[config.mk]
export PLATFORM = sky130hd
export DESIGN_NAME = frame_loader
export DESIGN_NICKNAME = d
export VERILOG_FILES = /design/src/rtl/vga_pkg.sv /design/src/rtl/frame_loader.sv
export SDC_FILE = /design/constraint.sdc
export NUM_CORES = 1
export LEC_CHECK = 0
export CORE_AREA = 2 2 116 130
export CTS_BUF_LIST = sky130_fd_sc_hd__clkbuf_8
export DETAILED_ROUTE_END_ITERATION = 12
export DIE_AREA = 0 0 118 132
export DONT_BUFFER_PORTS = 1
export PLACE_DENSITY = 0.43
export SLEW_MARGIN = 0
export SYNTH_ARGS = -nofsm -noshare
export SYNTH_HDL_FRONTEND = slang
export SYNTH_SLANG_ARGS = --single-unit
[constraint.sdc]
create_clock -name clk_in -period 5.6 [get_ports clk_in]
set_input_delay 0.84 -clock clk_in [delete_from_list [all_inputs] [get_ports clk_in]]
set_output_delay 0.84 -clock clk_in [all_outputs]
set_load 0.02 [all_outputs]
[src/rtl/vga_pkg.sv]
// Shared types and constants for the VGA framebuffer loading path.
package vga_pkg;

    // Loader FSM states.
    typedef enum logic [1:0] {
        IDLE = 2'd0,
        HI   = 2'd1,
        LO   = 2'd2,
        DONE = 2'd3
    } state_t;

    localparam int         DEF_IMG_W          = 640;
    localparam int         DEF_IMG_H          = 480;
    localparam logic [7:0] DEF_SYNC_BYTE      = 8'hA5;
    localparam int         DEF_TIMEOUT_CYCLES = 1000000;

    // Width needed to address 'size' entries; never narrower than one bit.
    function automatic int calc_addr_w(input int size);
        return (size > 1) ? $clog2(size) : 1;
    endfunction

endpackage

[src/rtl/frame_loader.sv]
// Byte-stream to framebuffer loader. A sync byte opens a frame, then each
// payload byte carries two 4-bit pixels (high nibble first) that are written
// in raster order. A stall longer than the timeout aborts the frame.
module frame_loader
    import vga_pkg::*;
#(
    parameter int         IMG_W          = DEF_IMG_W,
    parameter int         IMG_H          = DEF_IMG_H,
    parameter logic [7:0] SYNC_BYTE      = DEF_SYNC_BYTE,
    parameter int         TIMEOUT_CYCLES = DEF_TIMEOUT_CYCLES,
    parameter int         ADDR_W         = calc_addr_w(IMG_W * IMG_H)
) (
    input  logic              clk_in,
    input  logic              resetn,
    input  logic              in_valid,
    input  logic [7:0]        in_data,
    output logic              in_ready,
    output logic              wr_en,
    output logic [ADDR_W-1:0] wr_addr,
    output logic [3:0]        wr_data,
    output logic              busy,
    output logic              frame_done,
    output logic              error
);

    localparam int                IMG_SIZE = IMG_W * IMG_H;
    localparam int                TO_W     = calc_addr_w(TIMEOUT_CYCLES);
    localparam logic [ADDR_W-1:0] LAST_PTR = ADDR_W'(IMG_SIZE - 1);
    localparam logic [TO_W-1:0]   TO_LAST  = TO_W'(TIMEOUT_CYCLES - 1);

    state_t            state_reg, state_next;
    logic [ADDR_W-1:0] ptr_reg, ptr_next;
    logic [3:0]        low_nib_reg, low_nib_next;
    logic [TO_W-1:0]   idle_cnt_reg, idle_cnt_next;
    logic              wr_en_next;
    logic [ADDR_W-1:0] wr_addr_next;
    logic [3:0]        wr_data_next;
    logic              frame_done_next;
    logic              error_next;
    logic              accept;

    // LO is spent writing the latched low nibble and DONE only issues the
    // completion pulse, so neither takes a byte.
    assign in_ready = (state_reg == IDLE) || (state_reg == HI);
    assign busy     = (state_reg == HI) || (state_reg == LO);
    assign accept   = in_valid && in_ready;

    // Next-state, pixel pointer, stall counter and write-port decode.
    always_comb begin
        state_next      = state_reg;
        ptr_next        = ptr_reg;
        low_nib_next    = low_nib_reg;
        idle_cnt_next   = '0;
        wr_en_next      = 1'b0;
        wr_addr_next    = wr_addr;
        wr_data_next    = wr_data;
        frame_done_next = 1'b0;
        error_next      = error;

        case (state_reg)
            IDLE: begin
                if (accept && (in_data == SYNC_BYTE)) begin
                    state_next = HI;
                    ptr_next   = '0;
                    error_next = 1'b0;
                end
            end
            HI: begin
                if (accept) begin
                    wr_en_next   = 1'b1;
                    wr_addr_next = ptr_reg;
                    wr_data_next = in_data[7:4];
                    low_nib_next = in_data[3:0];
                    if (ptr_reg == LAST_PTR) begin
                        // Odd pixel count: the low nibble has no pixel to land in.
                        state_next = DONE;
                    end else begin
                        state_next = LO;
                        ptr_next   = ptr_reg + 1'b1;
                    end
                end else if (idle_cnt_reg == TO_LAST) begin
                    // Stream stalled too long: abandon the partial frame.
                    state_next = IDLE;
                    error_next = 1'b1;
                end else begin
                    idle_cnt_next = idle_cnt_reg + 1'b1;
                end
            end
            LO: begin
                wr_en_next   = 1'b1;
                wr_addr_next = ptr_reg;
                wr_data_next = low_nib_reg;
                if (ptr_reg == LAST_PTR) begin
                    state_next = DONE;
                end else begin
                    state_next = HI;
                    ptr_next   = ptr_reg + 1'b1;
                end
            end
            DONE: begin
                frame_done_next = 1'b1;
                state_next      = IDLE;
            end
            default: begin
                state_next = IDLE;
            end
        endcase
    end

    // State and registered outputs; reset drops any frame in progress.
    always_ff @(posedge clk_in or negedge resetn) begin
        if (!resetn) begin
            state_reg    <= IDLE;
            ptr_reg      <= '0;
            low_nib_reg  <= '0;
            idle_cnt_reg <= '0;
            wr_en        <= 1'b0;
            wr_addr      <= '0;
            wr_data      <= '0;
            frame_done   <= 1'b0;
            error        <= 1'b0;
        end else begin
            state_reg    <= state_next;
            ptr_reg      <= ptr_next;
            low_nib_reg  <= low_nib_next;
            idle_cnt_reg <= idle_cnt_next;
            wr_en        <= wr_en_next;
            wr_addr      <= wr_addr_next;
            wr_data      <= wr_data_next;
            frame_done   <= frame_done_next;
            error        <= error_next;
        end
    end

endmodule

==> impl_results.md <==
- Core ar.: between 0.01 and 0.015 mm²
- Type of origin of the critical path: flip-flop
- Primary FF master, synth: dfrtp_1
- Ant diodes: 0
- Clk_skew: around 0.0085 ns
- Synth area leaders: dfrtp_1, mux2_2, o21ai_0
- Share of the synthesized area in the top cell type: 50.66%
- Minimum clock period after layout: 2.850 ns
- Leading area contributor after synthesis: dfrtp_1
- CTS Buf Count: 9
- Hold Fails Final Rpt: 0
- Slew @ Worst Pin: 0.6735 ns
- Share of layout cells above drive strength 1: 13.01%
- Post-place setup slack: 2.794 ns
- WL/cell: 15.30 µm
- Max_cap viols: 0
- Placer Congestion: 0.8541
- # rows: 46
- Die height: 132 µm
- Max Slew Vio Count: 0
- Gates resized, CTS repair: 0
- Unrepaired setup endpoints after global routing: false
- Pre-antenna DRT Iters: 4
- Worst Hold Class: in2async
- Fin nets: 358
- Max Freq: 350.8 MHz
- Utilization after layout: 27.39%
- I/O Buffers: 0
- Clk pin slew, worst setup/hold paths: around 0.08 ns
- Worst skew pair latency: 0.35 ns
- Data required, critical path: 5.89 ns
- Register area share after synthesis: 50.66%
- H-tree depth: 3
- Syn Area/Cell: slightly above 10 µm²
- Layout fillers: 1527
- Max clock buf depth: 2
- CP most frequent cell: inv_1
- Io pins: 39
- Highest-count cells in the layout ignoring fill and taps: dfrtp_1, nand2_1, o21ai_0
- Static Leak: around 1.6 nW
- Commonest non-fill, non-tap cell in the layout: dfrtp_1
- First-pass GRT wire length: 13.86 mm
- Largest net degree at the start of global routing: 72
- Die area: 0.01558 mm²
- Outcome: finished, final reports clean
- Yosys warnings: 0
- Kind of critical path: reg2reg
- CTS Sinks: 71
- Peak VDD IR: around 220 µV
- Drt drc: 0
- Syn_nets: 359
- PD cells: 434.1 mW/mm²
- Highest-delay cell along the critical path: ha_1
- CP endpoint kind: flip-flop
- Fraction of registers with async set/reset: 100.0%
- Number of global-route vias before repair: ~2500
- Via Count: roughly 2500
- Crit path DAT: 3.14 ns
- Setup WS post-layout: 2.750 ns
- Crit share post-route: 50.90%
- Post-synth EDFFs: 0
- Final WL: between 8 and 9 mm
- Max FO, Critical Path: 15
- Synth Instances: ~340
- Initial antenna violation count: 0
- Detail Route Antenna Nets: 0
- DPL Wire Length: between 5 and 6 mm
- Rel. slew slack: a little under three fifths
- Vias per cell: 4.723
- Grt ovf: 0
- Max reg flops: 20
- Iter 0 DRT Violations: roughly 140
- Postcts setup bufs: 0
- Area delta synth->final: 11.02%
- Worst-path cell chain: inv_1, ha_1, inv_1, or3_4, or4_1, nand3_1
- Crit-path max cell delay: 0.73 ns
- Synth unique cells: 43
- Final setup fails: 0
- Initial core utilization: between 20 and 25%
- CTS tree: built
- Die Span X: 118 µm
- Synthesized cell area: 0.003507 mm²
- Clk root buf: clkbuf_8
- Gr usage total: 11.22%
- Synth Register Bits: 71
- Setup TNS: 0 ns
- Hold-fix buffers, CTS: 0
[per-stage QoR]
stage	power, mW	hold WS [ns]	instance area, µm²	instances
after detailed placement	1.310	0.4475	3704	522
after global routing	1.805	0.1499	3894	538
final	1.690	0.1817	3894	538
after CTS	1.721	0.1572	3894	538
after floorplan	1.168	0.4239	3507	342
after global placement	1.295	0.4393	3704	522
[report_power, final]
group          internal [mW]  switching (mW)
combinational          0.204           0.322
sequential             0.610           0.151
clock                  0.213           0.192
[cells by family after synthesis]
kind of cell	after synthesis	share of synthesized area [%]
flops	71	50.66
mux	26	8.170
xor+xnor	15	3.746
simple gates	134	20.51
buf+inv	25	2.854
compound gates	65	11.92
fa+ha+maj	6	2.141
[cell type report]
class | instances | area, µm² | area share (%)
Sequential cell | 71 | 1777 | 45.63
Multi-Input combinational cell | 246 | 1630 | 41.87
Tap cell | 192 | 240.2 | 6.170
Clock buffer | 10 | 137.6 | 3.535
Clock inverter | 6 | 52.55 | 1.350
Inverter | 11 | 41.29 | 1.060
Timing Repair Buffer | 2 | 15.01 | 0.3856
[per-layer routing]
| metal | wire (µm) | vias up | track usage, % |
|---|---|---|---|
| li1 | - | 1233 | - |
| met1 | 3631 | 1257 | 13.61 |
| met2 | 4157 | 41 | 18.90 |
| met3 | 322 | 10 | 3.547 |
| met4 | 118 | 0 | 3.681 |
| met5 | 0 | - | 0 |
[worst paths after layout]
path	slack, ns	start	depth (start not counted)	to
worst max-delay path	2.75	state_reg[0]$_DFFE_PN0P_	6	ptr_reg[3]$_DFFE_PN0P_
worst min-delay path	0.18	resetn	0	idle_cnt_reg[11]$_DFF_PN0_
worst max register to register	2.75	state_reg[0]$_DFFE_PN0P_	6	ptr_reg[3]$_DFFE_PN0P_
worst min register to register	0.46	idle_cnt_reg[0]$_DFF_PN0_	1	idle_cnt_reg[0]$_DFF_PN0_
max in group asynchronous	5.30	resetn	0	ptr_reg[9]$_DFFE_PN0P_
min in group clk_in	0.46	idle_cnt_reg[0]$_DFF_PN0_	1	idle_cnt_reg[0]$_DFF_PN0_
[cell usage after synthesis, types with 2 or more instances]
master	number
nor3b_1	2
buf_2	2
o31ai_1	4
nand2_1	32
o21a_1	2
a31oi_1	2
clkbuf_1	11
dfrtp_1	71
mux2i_1	5
nand3_1	22
xnor2_1	6
inv_1	11
o41ai_1	3
o311ai_0	2
o21ai_0	27
nor4bb_1	2
nand4_1	7
o211ai_1	6
xor2_1	9
ha_1	6
mux2_2	21
nor2_1	23
nor4_1	5
nor3_1	5
a21oi_1	13
a31o_2	2
or2_2	2
or4_1	7
or3_1	7
and3_1	9
and2_1	4
[worst max-delay path: cells and delay by family, from the launching register on]
kind / cells / cell delay (ns)
flops: 1 / 0.43
fa+ha+maj: 1 / 0.73
buf+inv: 2 / 0.45
simple gates: 3 / 1.18
No activity file was read; power rests on OpenSTA's default activity.
